**src/rtl/data_sram_if_pkg.sv**
```systemverilog
// Shared op codes, FSM encoding and small decode helpers for the data SRAM interface.
package data_sram_if_pkg;

  localparam logic [7:0] EXE_LB_OP  = 8'h20;
  localparam logic [7:0] EXE_LH_OP  = 8'h21;
  localparam logic [7:0] EXE_LW_OP  = 8'h23;
  localparam logic [7:0] EXE_LBU_OP = 8'h24;
  localparam logic [7:0] EXE_LHU_OP = 8'h25;
  localparam logic [7:0] EXE_SB_OP  = 8'h28;
  localparam logic [7:0] EXE_SH_OP  = 8'h29;
  localparam logic [7:0] EXE_SW_OP  = 8'h2B;

  typedef enum logic [2:0] {
    S_IDLE   = 3'd0,
    S_REQ    = 3'd1,
    S_WAIT   = 3'd2,
    S_CANCEL = 3'd3,
    S_DONE   = 3'd4
  } state_t;

  function automatic logic is_load(input logic [7:0] op);
    return (op == EXE_LB_OP) || (op == EXE_LBU_OP) || (op == EXE_LH_OP) ||
           (op == EXE_LHU_OP) || (op == EXE_LW_OP);
  endfunction

  function automatic logic is_store(input logic [7:0] op);
    return (op == EXE_SB_OP) || (op == EXE_SH_OP) || (op == EXE_SW_OP);
  endfunction

  // 0 = byte, 1 = half, 2 = word (bus size encoding)
  function automatic logic [1:0] op_size(input logic [7:0] op);
    case (op)
      EXE_LH_OP, EXE_LHU_OP, EXE_SH_OP: return 2'd1;
      EXE_LW_OP, EXE_SW_OP:             return 2'd2;
      default:                          return 2'd0;
    endcase
  endfunction

  function automatic logic misaligned(input logic [7:0] op, input logic [1:0] off);
    case (op)
      EXE_LH_OP, EXE_LHU_OP, EXE_SH_OP: return off[0];
      EXE_LW_OP, EXE_SW_OP:             return off != 2'b00;
      default:                          return 1'b0;
    endcase
  endfunction

endpackage

```
**src/rtl/data_sram_if_load_align.sv**
```systemverilog
// Combinational load lane select and sign/zero extension (little-endian lanes).
module load_align
  import data_sram_if_pkg::*;
(
  input  logic [7:0]  op,
  input  logic [1:0]  offset,
  input  logic [31:0] raw,
  output logic [31:0] result
);

  logic [3:0][7:0] lanes;
  logic [7:0]      byte_sel;
  logic [15:0]     half_sel;

  assign lanes    = raw;
  assign byte_sel = lanes[offset];
  assign half_sel = {lanes[{offset[1], 1'b1}], lanes[{offset[1], 1'b0}]};

  // Extend the selected lane(s) according to the load flavour.
  always_comb begin
    result = raw;
    case (op)
      EXE_LB_OP:  result = {{24{byte_sel[7]}}, byte_sel};
      EXE_LBU_OP: result = {24'h0, byte_sel};
      EXE_LH_OP:  result = {{16{half_sel[15]}}, half_sel};
      EXE_LHU_OP: result = {16'h0, half_sel};
      default:    result = raw;
    endcase
  end

endmodule

```
**src/rtl/data_sram_if.sv**
```systemverilog
// MEM-stage bridge to an SRAM-like data bus: one outstanding access, flush-safe.
module data_sram_if
  import data_sram_if_pkg::*;
#(
  parameter bit KSEG_MAP = 1'b1
) (
  input  logic        clk,
  input  logic        resetn,
  input  logic        mem_valid,
  input  logic [7:0]  mem_op,
  input  logic [31:0] mem_addr,
  input  logic [31:0] mem_wdata,
  input  logic [3:0]  mem_sel,
  input  logic        flush,
  output logic        stall,
  output logic [31:0] rdata,
  output logic        rdata_valid,
  output logic        adel,
  output logic        ades,
  output logic        data_req,
  output logic        data_wr,
  output logic [1:0]  data_size,
  output logic [31:0] data_addr,
  output logic [31:0] data_wdata,
  output logic [3:0]  data_wstrb,
  input  logic        data_addr_ok,
  input  logic        data_data_ok,
  input  logic [31:0] data_rdata
);

  state_t      state, nstate;
  logic [7:0]  op_q;
  logic [31:0] addr_q, wdata_q;
  logic [3:0]  sel_q;
  logic        known, mis, accept, capture;
  logic [31:0] align_res;

  assign known  = is_load(mem_op) || is_store(mem_op);
  assign mis    = misaligned(mem_op, mem_addr[1:0]);
  assign accept = (state == S_IDLE) && mem_valid && known && !mis && !flush;

  // Exceptions are gated by reset so all flags read 0 while it is held.
  assign adel = resetn && mem_valid && is_load(mem_op) && mis;
  assign ades = resetn && mem_valid && is_store(mem_op) && mis;

  assign stall = resetn && ((state == S_REQ) || (state == S_WAIT) ||
                            (state == S_CANCEL) || accept);
  assign data_req    = (state == S_REQ);
  assign rdata_valid = (state == S_DONE) && is_load(op_q);

  // Request fields come from the latched copy so they stay stable in REQ.
  assign data_wr    = is_store(op_q);
  assign data_size  = op_size(op_q);
  assign data_wstrb = {sel_q[0], sel_q[1], sel_q[2], sel_q[3]};
  assign data_addr  = (KSEG_MAP && addr_q[31:30] == 2'b10) ? {3'b000, addr_q[28:0]} : addr_q;

  // Replicate store data across the lanes it may land in.
  always_comb begin
    data_wdata = wdata_q;
    case (op_q)
      EXE_SB_OP: data_wdata = {4{wdata_q[7:0]}};
      EXE_SH_OP: data_wdata = {2{wdata_q[15:0]}};
      default:   data_wdata = wdata_q;
    endcase
  end

  load_align u_align (
    .op     (op_q),
    .offset (addr_q[1:0]),
    .raw    (data_rdata),
    .result (align_res)
  );

  // Next-state decode; a flush that coincides with the data beat drops it directly.
  always_comb begin
    nstate  = state;
    capture = 1'b0;
    case (state)
      S_IDLE: if (accept) nstate = S_REQ;
      S_REQ: begin
        if (data_addr_ok) begin
          if (flush)             nstate = data_data_ok ? S_IDLE : S_CANCEL;
          else if (data_data_ok) begin nstate = S_DONE; capture = 1'b1; end
          else                   nstate = S_WAIT;
        end else if (flush) begin
          nstate = S_IDLE;
        end
      end
      S_WAIT: begin
        if (data_data_ok) begin
          if (flush) nstate = S_IDLE;
          else begin nstate = S_DONE; capture = 1'b1; end
        end else if (flush) begin
          nstate = S_CANCEL;
        end
      end
      S_CANCEL: if (data_data_ok) nstate = S_IDLE;
      S_DONE:   nstate = S_IDLE;
      default:  nstate = S_IDLE;
    endcase
  end

  // State register.
  always_ff @(posedge clk or negedge resetn) begin
    if (!resetn) state <= S_IDLE;
    else         state <= nstate;
  end

  // Latch the MEM-stage request when it is accepted.
  always_ff @(posedge clk or negedge resetn) begin
    if (!resetn) begin
      op_q    <= '0;
      addr_q  <= '0;
      wdata_q <= '0;
      sel_q   <= '0;
    end else if (accept) begin
      op_q    <= mem_op;
      addr_q  <= mem_addr;
      wdata_q <= mem_wdata;
      sel_q   <= mem_sel;
    end
  end

  // Register the aligned load result on the accepted data beat.
  always_ff @(posedge clk or negedge resetn) begin
    if (!resetn)      rdata <= '0;
    else if (capture) rdata <= align_res;
  end

endmodule

```
**config.mk**
```make
export PLATFORM = sky130hd
export DESIGN_NAME = data_sram_if
export DESIGN_NICKNAME = d
export VERILOG_FILES = /design/src/rtl/data_sram_if_pkg.sv /design/src/rtl/data_sram_if_load_align.sv /design/src/rtl/data_sram_if.sv
export SDC_FILE = /design/constraint.sdc
export NUM_CORES = 1
export LEC_CHECK = 0
export CORE_AREA = 2 2 125 140
export DETAILED_ROUTE_END_ITERATION = 16
export DIE_AREA = 0 0 127 142
export GPL_TIMING_DRIVEN = 1
export HOLD_SLACK_MARGIN = 0.06
export PLACE_DENSITY = 0.74
export RECOVER_POWER = 25
export SYNTH_ARGS = -nofsm -noshare
export SYNTH_HDL_FRONTEND = slang
export SYNTH_HIERARCHICAL = 1
export SYNTH_SLANG_ARGS = --single-unit
```
**constraint.sdc**
```tcl
create_clock -name clk -period 2.05 [get_ports clk]
set_clock_uncertainty 0.15 [all_clocks]
set_input_delay 0.41 -clock clk [delete_from_list [all_inputs] [get_ports clk]]
set_output_delay 0.41 -clock clk [all_outputs]
set_load 0.05 [all_outputs]
```
Yosys cells after proc, flatten, opt, wreduce, memory -nomap -nowiden
Cells that the tools add are included.
{"block": "word_totals", "output_inout_bits": 108, "in_bits": 114, "ff_bits": 111}
{"block": "classes", "magnitude_cmp": 3, "reduce_logical": 36, "muxes": 28, "n_eq_ne": 25}
{"operator": "$eq 8x6->1 const B", "count": 16}
{"operator": "$pmux 32 s4", "count": 1}
{"operator": "$pmux 32 s2", "count": 1}
{"operator": "$mux 8", "count": 5}
{"operator": "$mux 32", "count": 1}
{"operator": "$mux 3", "count": 9}
{"operator": "$bmux 8 s2", "count": 1}
{"operator": "$logic_or 1x1->1", "count": 16}
{"operator": "$pmux 3 s4", "count": 1}
{"operator": "$logic_and 1x1->1", "count": 11}
{"operator": "$lt 2x3->1 const B", "count": 3}
{"operator": "$eq 3x2->1 const B", "count": 2}
{"operator": "$reduce_or 3->1", "count": 2}
{"operator": "$mux 1", "count": 5}
{"operator": "$ne 2x2->1 const B", "count": 2}
{"operator": "$pmux 1 s2", "count": 2}
{"operator": "$pmux 2 s2", "count": 1}
{"operator": "$reduce_and 4->1", "count": 1}
{"operator": "$reduce_or 2->1", "count": 2}
{"operator": "$eq 3x1->1 const B", "count": 1}
{"operator": "$eq 3x3->1 const B", "count": 1}
{"operator": "$logic_not 3->1", "count": 1}
{"operator": "$ne 3x2->1 const B", "count": 1}
{"operator": "$ne 3x3->1 const B", "count": 1}
{"operator": "4 further kinds", "count": 5}

Longest topological paths before layout
Gate-level depths: netlist of run 1.
{"block": "logic_depth", "word_depth": 11, "ltp_mapped": 7, "ltp_nobuf": 5}

By module
The synthesis of run 1 kept the hierarchy.
{"mod": "data_sram_if", "area_each_um2": 5074.9, "cells_each": 358, "n_inst": 1}
{"mod": "load_align", "area_each_um2": 649.4, "cells_each": 90, "n_inst": 1}

Worst setup path after synthesis of run 1
No wires, ideal clock.
{"block": "synth_path", "kind": "input to output", "start": "input port mem_op[4]", "end": "output port adel", "arrival_ns": 3.448, "path_slack_ns": -1.958, "t_required_ns": 1.490, "cell_stages": 3, "cell_sequence": "nor4_1 -> nand2_1 -> a2111oi_0"}
{"block": "synth_between", "elab_chain_len": 7}
{"item": "start: declaration", "line": "data_sram_if.sv:10", "rtl": "input logic [7:0] mem_op,"}
{"item": "parallel branches: the longest is 6 deep, another holds $eq 8x6->1"}
{"item": "$logic_and 1x1->1 (*)", "line": "data_sram_if.sv:43", "rtl": "assign adel = resetn && mem_valid && is_load(mem_op) && mis;"}
{"item": "end: declaration", "line": "data_sram_if.sv:18", "rtl": "output logic adel,"}
Every way passes the cells marked *.

Worst setup path in the final report of run 1
{"block": "layout_path", "start": "register op_q[4]", "end": "output port data_wdata[10]"}
{"block": "layout_between", "elab_chain_len": 2}
{"item": "start: declaration", "line": "data_sram_if.sv:32", "rtl": "logic [7:0] op_q;"}
{"item": "start signal: assignment", "line": "data_sram_if.sv:117", "rtl": "op_q <= mem_op;"}
{"item": "$eq 8x6->1", "line": "data_sram_if.sv:60", "rtl": "case (op_q)"}
{"item": "$pmux 32 s2 (*)", "line": "data_sram_if.sv:60"}
{"item": "end: declaration", "line": "data_sram_if.sv:24", "rtl": "output logic [31:0] data_wdata,"}
Mark *: on every way between the ends. The rest lies on a longest branch, timed or not.

==> results of run 1 <==
## cell usage in the layout (no fill, tap or decap), drive strengths merged, types with 3 or more instances in the layout
cell           synthesis  final
nor2                  13     13
a21o                  16     16
mux2i                 10     10
a211oi                 3      3
dlygate4sd2            0     10
clkbuf                 6     14
a21oi                 20     20
nand2                 16     16
inv                    4      5
o22ai                  7      7
mux2                 130    130
nand2b                 5      5
dfrtp                111    111
clkinv                 0      3
clkdlybuf4s15          0      3
and2                   4      4
o21ai                 10     10
clkdlybuf4s50          0     99
a2bb2oi                7      7
buf                   56    158
## per-layer routing
| layer | GRT usage (%) | vias up | part of all wire (%) |
|---|---|---|---|
| li1 | - | 2011 | - |
| met1 | 20.5 | 2198 | 39 |
| met2 | 30.9 | 204 | 50 |
| met3 | 4.74 | 41 | 7.3 |
| met4 | 6.54 | 2 | 3.1 |
| met5 | 0 | - | 0.067 |
## cells in the mapped netlist (all sizes together)
cell,number
nand3,1
a21boi,2
a31oi,2
nand3b,2
nand4bb,1
nor4,2
and4b,1
and3,1
mux2i,10
a211o,2
nor4b,1
and3b,1
o21a,1
nand2b,5
o21ai,10
or2,1
a211oi,3
nor2,13
buf,56
a21o,16
nand4b,1
dfrtp,111
nor3,1
o22ai,7
a2bb2oi,7
inv,4
a22oi,2
clkbuf,6
o22a,1
nand4,1
a2111oi,2
nand2,16
nor3b,2
mux2,130
a21oi,20
nor2b,2
and2,4
## stage by stage
step           setup WS [ns]  TNS (ns)  cells  utilization (%)  hold WS, ns
2_1_floorplan         -0.183     -3.45    448                -      -0.0356
3_3_place_gp          -0.517    -51.45    854             50.4        0.334
3_5_place_dp          -0.598    -58.68    854             50.4        0.347
4_1_cts               -0.653    -25.15    883             54.4        0.280
5_1_grt               -0.657    -22.99    886             55.4        0.304
6_report              -0.589    -18.96    886             55.4        0.307
## registers in the layout (all words and copies together), names as in the netlist
register	flops
addr_q	32
op_q	8
rdata	32
sel_q	4
state	3
wdata_q	32
## worst max-delay path: cells and delay by family (launching register included)
kind,cells,cell delay (ns)
DFF,1,0.41
muxes,1,0.33
and+or+nand+nor,3,0.69
buffers and inverters,2,0.30
## final timing paths
| check | to | startpoint | cells past startpoint | slack [ns] |
|---|---|---|---|---|
| min | op_q[1] | mem_op[1] | 3 | 0.31 |
| max | data_wdata[10] | op_q[4] | 6 | -0.59 |
| min reg2reg | rdata[20] | rdata[20] | 1 | 0.36 |
| max reg2reg | rdata[25] | op_q[6] | 9 | -0.26 |
| max in group asynchronous | wdata_q[28] | resetn | 3 | 0.22 |
| min in group asynchronous | state[0] | resetn | 3 | 0.74 |
## report_power, final
group	switching [mW]	internal, mW
Sequential	0.371	2.73
Clock	0.819	0.994
Combinational	3.05	2.15
Total	4.24	5.88
## cell families after synthesis
logic type	Yosys count	share of synthesized area, %
buf+inv	66	7.65
mux	140	28.8
compound gates	75	9.07
flops	111	48.5
simple gates	56	5.92
## cell type report
class                           count  area share, %
Timing Repair Buffer              276           30.9
Inverter                            4          0.163
Multi-Input combinational cell    271           32.6
Sequential cell                   111           30.1
Clock inverter                      5          0.705
Tap cell                          208           2.82
Clock buffer                       11           2.63
## repair_timing
| action | in CTS | in global routing |
|---|---|---|
| hold endpoints to repair | 80 | 0 |
| pin swaps | 22 | 18 |
| hold buffers | 1 | 0 |
| cloned | 2 | 1 |
| setup endpoints to repair | 136 | 126 |
| gates resized for setup | 95 | 39 |
| setup buffers | 10 | 6 |
==> flow_summary.ini, run 1 <==
[grt]
grt_pass1_wl_um = 24900
grt_pass1_vias = 4714
grt_overflow_total = 0
antenna_found_initial = 1
grt_max_degree = 112
grt_usage_pct = 17.6

[placed_design]
place_hpwl_um = 11500
placedInstanceArea_um2 = 8380
gp_congestion = 0.860
port-buffer-count = 221

[timing]
rsz0062_at_grt = true
slew_headroom_pct = 29.3
setup_violations = 61
max_freq_mhz = 379
hold_viol = 0
worst_slack_ns = -0.589
slew_violations = 0
fin_crit_sh_pct = 129
tightest_slew_ns = 1.06
post-route-min-period_ns = 2.64

[layout]
stdcell_area_um2 = 9230
fill_cells = 1362
seqCellArea_um2 = 2780
diodes = 0
area_growth_pct = 61.2
multi_input_area_um2 = 3010
drive_gt1_share_pct = 53.1
nNetsFinal = 787

[status]
violations = negative setup slack
status = complete, but fails checks

[worst_setup_path]
critPathKind = flip-flop to output port
crit_fanout = 8
crit_slowest_cell = dfrtp_1
slowest_delay_ns = 0.41
end_kind = output port
arrival_ns = 2.08
start_kind = flip-flop
required_ns = 1.49
cp_cell_sequence = nor4b_4 -> nand4bb_4 -> nor2_4 -> buf_12 -> mux2_4 -> buf_8

[synthesis]
ys_warn_count = 6
ys_types = 49
syn_inst = 448
seq_area_frac_synth_pct = 48.5
synth_seq_cells = 111
synth.largest_area_cell = dfrtp_1
syn-num-nets = 562
synth_area_per_cell_um2 = 12.8
synthesis.area_um2 = 5720
yosysTopAreaCellShare_pct = 48.5
synthTopCellsByArea = dfrtp_1, mux2_2, mux2_4

[floorplanning]
initial_utilization_pct = 34.4
fp.dieH_um = 142
io_pins = 222
core-area_um2 = 16600
die_area_um2 = 18000
num_rows = 50
die_w_um = 127

[routing]
post-route-drc-count = 0
antenna_left = 0
viasPerCell = 5.03
dr.pass1.iters = 4
drtIter0Drc = 111
post_drt_wl_per_cell_um = 18.6
wl_um = 16400
via_count = 4456

[clock_network]
htree_levels = 3
worst_skew_pair.late_latency_ns = 0.34
clkTransAtPathRegs_ns = 0.07
tritoncts.num_buffers = 9
cts_buffer_depth = 2
cts_sinks = 111
cts_root_buffer = clkbuf_16
cts_tree = built

[power_and_ir_drop]
p_total_mw = 10.1
leakagePower_nw = 4.39
vdd_ir_drop_max_v = 0.000598
power_density_nw_per_um2 = 1100

[hold_path]
holdCritPathClass = primary input to flip-flop

[run]
cap_violations = 0
(Power assumes the default switching activity.)
==> run 2: changes to the inputs <==
Settings changed: CAP_MARGIN set to 40, TNS_END_PERCENT set to 20.
==> run 2 against run 1 <==
The flow still finishes with violations (negative setup slack). Worst hold slack got worse by 0.0061 ns. Clock power decreased by 7%. Non-clock buffer count decreased by 5.
==> flow_summary.ini, run 2 (synthesis gave the netlist of run 1 again) <==
[timing]
slew_headroom_pct = 2.98
fin_setup_tns_ns = -17.57
worst_slack_ns = -0.596
slew_violations = 0
rsz0062_at_grt = true
post-route-min-period_ns = 2.65
setup_violations = 47
max_freq_mhz = 378
tightest_slew_ns = 1.46
fin_crit_sh_pct = 129
whs_ns = 0.301
hold_viol = 0

[grt]
grt_usage_pct = 17.8
grt_overflow_total = 0
grt_pass1_vias = 4799
grt_max_degree = 105
antenna_found_initial = 0
grt_pass1_wl_um = 25000

[clock_network]
tritoncts.num_buffers = 9
htree_levels = 3
cts_sinks = 111
clkTransAtPathRegs_ns = 0.07
cts_buffer_depth = 2
cts_tree = built
worst_skew_pair.late_latency_ns = 0.35
cts_root_buffer = clkbuf_16

[placed_design]
pre_cts_slack_ns = -0.589
place_hpwl_um = 12100
gp_congestion = 0.862
port-buffer-count = 221
placedInstanceArea_um2 = 8440
placed_cells = 862

[worst_setup_path]
crit_fanout = 24
end_kind = output port
critPathKind = flip-flop to output port
arrival_ns = 2.09
required_ns = 1.49
start_kind = flip-flop

[power_and_ir_drop]
switchingPower_mw = 4.13
p_total_mw = 9.65
vdd_ir_drop_max_v = 0.000488
leakagePower_nw = 4.30
power_frac_seq_pct = 31.8
pwr-share-clk_pct = 17.4
power_density_nw_per_um2 = 1080
p_int_mw = 5.52
comb_power_share_pct = 50.7
p_sw_share_pct = 42.8

[status]
violations = negative setup slack
status = complete, but fails checks

[layout]
fill_cells = 1409
area_growth_pct = 55.5
multi_input_area_um2 = 2830
final_cell_mix = dfrtp_1, buf_4, clkdlybuf4s50_1
seqCellArea_um2 = 2780
nNetsFinal = 782
layout_commonest_cell = dfrtp_1
top_regs = addr_q (32), rdata (32), wdata_q (32)
final_util_pct = 53.5
final_cells = 881
stdcell_area_um2 = 8900
drive_gt1_share_pct = 48.3
diodes = 0

[routing]
via_count = 4373
antenna_left = 0
post_drt_wl_per_cell_um = 18.2
wl_um = 16000
dr.pass1.iters = 4
drtIter0Drc = 131
viasPerCell = 4.96
post-route-drc-count = 0

[floorplanning]
die_w_um = 127
fp.dieH_um = 142
core-area_um2 = 16600
io_pins = 222
die_area_um2 = 18000
initial_utilization_pct = 34.4
num_rows = 50

[hold_path]
holdCritPathClass = primary input to flip-flop

[run]
cap_violations = 0
run 2: cell count changes in the layout (fill, tap and decap cells not counted), sizes merged, moves of 2 or more:
cell           change
buf               -13
clkbuf             -3
clkdlybuf4s15      -3
clkdlybuf4s50      +2
clkinv             -2
clkinvlp           +2
dlygate4sd2        +7
dlymetal6s2s       +5
inv                +3
run 2: area by class of cell:
class / count / share of cell area, %
Clock buffer: 9 / 2.53
Clock inverter: 7 / 0.619
Inverter: 4 / 0.169
Multi-Input combinational cell: 271 / 31.8
Sequential cell: 111 / 31.2
Tap cell: 208 / 2.92
Timing Repair Buffer: 271 / 30.8
run 2: path summary, 6_finish.rpt:
check	slack, ns	from	cells past startpoint	endpoint
min in group asynchronous	0.43	resetn	2	addr_q[29]
setup reg to reg	-0.17	op_q[7]	6	rdata[19]
hold / removal	0.30	mem_op[6]	4	state[0]
setup / recovery	-0.60	op_q[4]	5	data_wdata[22]
hold reg to reg	0.35	addr_q[4]	1	addr_q[4]
max in group asynchronous	0.35	resetn	2	rdata[9]
run 2: timing repair:
action	in CTS	in global routing
gates resized for setup	53	16
hold buffers	1	0
hold endpoints to repair	7	0
setup buffers	2	0
pin swaps	9	4
setup endpoints to repair	120	100
run 2: power by group through the flow:
stage	Combinational (mW)	Clock [mW]	Sequential (mW)
2_1_floorplan	2.07	0	4.21
3_3_place_gp	4.80	0	3.08
3_5_place_dp	4.86	0	3.11
4_1_cts	4.89	1.75	3.07
5_1_grt	5.10	1.85	3.14
6_report	4.90	1.68	3.07
run 2: metal layers:
metal / global-route usage (%) / vias up / part of all wire, %
met5: 0 / - / 0
li1: - / 2006 / -
met2: 31.6 / 187 / 51
met1: 20.0 / 2148 / 38
met3: 4.70 / 32 / 7.4
met4: 7.87 / 0 / 3.1
run 2: worst max-delay path: stages, from the launching register on:
cell and delay [ns]:
dfrtp_1 0.41, nor4b_4 0.38, nand4bb_4 0.17, buf_6 0.25
mux2_4 0.33, buf_4 0.19
==> run 3: changes to the inputs <==
Settings changed: SKIP_LAST_GASP set to 1.
==> run 3 against run 2 <==
The flow still finishes with violations (negative setup slack). Combinational power about the same. Clock power about the same. Maximum frequency hardly changed.
==> flow_summary.ini, run 3 (synthesis gave the netlist of run 1 again) <==
[status]
status = complete, but fails checks
violations = negative setup slack

[routing]
dr.pass1.iters = 4
viasPerCell = 4.99
drtIter0Drc = 126
via_count = 4416
wl_um = 16000
post_drt_wl_per_cell_um = 18.1
antenna_left = 0
post-route-drc-count = 0

[grt]
grt_pass1_vias = 4797
grt_usage_pct = 17.7
grt_max_degree = 105
antenna_found_initial = 0
grt_pass1_wl_um = 24900
grt_overflow_total = 0

[power_and_ir_drop]
vdd_ir_drop_max_v = 0.000528
leakagePower_nw = 4.28
power_density_nw_per_um2 = 1080

[timing]
fin_crit_sh_pct = 129
setup_violations = 89
hold_viol = 0
max_freq_mhz = 378
post-route-min-period_ns = 2.65
slew_violations = 0
tightest_slew_ns = 1.44
worst_slack_ns = -0.597
rsz0062_at_grt = true
slew_headroom_pct = 4.07

[clock_network]
cts_sinks = 111
clkTransAtPathRegs_ns = 0.07
cts_tree = built
tritoncts.num_buffers = 9
worst_skew_pair.late_latency_ns = 0.35
cts_buffer_depth = 2
cts_root_buffer = clkbuf_16
htree_levels = 3

[layout]
top_regs = addr_q (32), rdata (32), wdata_q (32)
stdcell_area_um2 = 8910
multi_input_area_um2 = 2810
area_growth_pct = 55.7
diodes = 0
seqCellArea_um2 = 2780
drive_gt1_share_pct = 49.0
final_cells = 885
nNetsFinal = 786
fill_cells = 1386
final_cell_mix = buf_4, dfrtp_1, clkdlybuf4s50_1
layout_commonest_cell = buf_4

[floorplanning]
io_pins = 222
die_area_um2 = 18000
core-area_um2 = 16600
die_w_um = 127
fp.dieH_um = 142
initial_utilization_pct = 34.4
num_rows = 50

[hold_path]
holdCritPathClass = primary input to flip-flop

[worst_setup_path]
worst_path_dominant_cell_family = simple AND/OR/NAND/NOR gates
crit_fanout = 24
start_kind = flip-flop
end_kind = output port
arrival_ns = 2.09
required_ns = 1.49
path_buf_inv = 2
cp_cell_sequence = nor4b_4 -> nand4bb_4 -> buf_6 -> mux2_4 -> buf_4
critPathKind = flip-flop to output port
slowest_delay_ns = 0.41
crit_slowest_cell = dfrtp_1

[placed_design]
placed_cells = 862
port-buffer-count = 221
gp_congestion = 0.862
pre_cts_slack_ns = -0.589
place_hpwl_um = 12100
placedInstanceArea_um2 = 8440

[run]
cap_violations = 0
[run 3: cell count changes in the layout (fill, tap and decap cells not counted), moves of 2 or more]
cell / change
clkbuf_2: +2
clkdlybuf4s50_1: +10
mux2_2: +5
buf_4: +9
dlygate4sd2_1: -17
buf_12: -3
mux2_4: -5
clkbuf_16: +2
[run 3: power breakdown]
group | switching [mW] | total [mW] | internal (mW)
Combinational | 2.94 | 4.91 | 1.97
Clock | 0.841 | 1.68 | 0.841
Sequential | 0.342 | 3.07 | 2.73
Total | 4.12 | 9.66 | 5.54
[run 3: per-layer routing]
layer  vias to the layer above  track usage (%)  wire, µm
met4                         0             7.87       554
li1                       2015                -         -
met5                         -                0         0
met2                       201             31.3      8120
met3                        39             4.77      1300
met1                      2161             20.0      6070
[run 3: path summary, 6_finish.rpt]
path	from	to	slack [ns]	cells after the start
max in group asynchronous	resetn	rdata[9]	0.37	2
worst min register to register	addr_q[4]	addr_q[4]	0.36	1
min in group asynchronous	resetn	addr_q[29]	0.43	2
worst max register to register	op_q[7]	rdata[19]	-0.19	6
worst min-delay path	mem_op[3]	op_q[3]	0.28	3
worst max-delay path	op_q[4]	data_wdata[22]	-0.60	5
[run 3: final cells by class]
cell class / instances / share of cell area [%]
Clock buffer: 9 / 2.53
Clock inverter: 7 / 0.618
Inverter: 4 / 0.168
Multi-Input combinational cell: 271 / 31.5
Sequential cell: 111 / 31.2
Tap cell: 208 / 2.92
Timing Repair Buffer: 275 / 31.1
[run 3: timing repair]
action / in CTS / in global routing
hold buffers: 1 / 0
pin swaps: 3 / 12
gates resized for setup: 27 / 36
endpoints found under the setup margin: 120 / 138
buffers inserted: 2 / 4
hold endpoints to repair: 7 / 0
[run 3: worst min-delay path, delay by kind of cell]
kind                   cells  cell delay [ns]
buffers and inverters      2             0.19
multiplexers               1             0.14
[run 3: per-stage QoR]
stage	hold WS, ns	utilization [%]	TNS [ns]	power (mW)
floorplan	-0.0356	-	-4.13	6.29
global placement	0.118	50.7	-44.77	7.88
detailed placement	0.119	50.7	-50.29	7.98
CTS	0.0636	53.1	-26.76	9.75
global route	0.267	53.6	-25.39	10.1
finish	0.280	53.6	-18.43	9.66
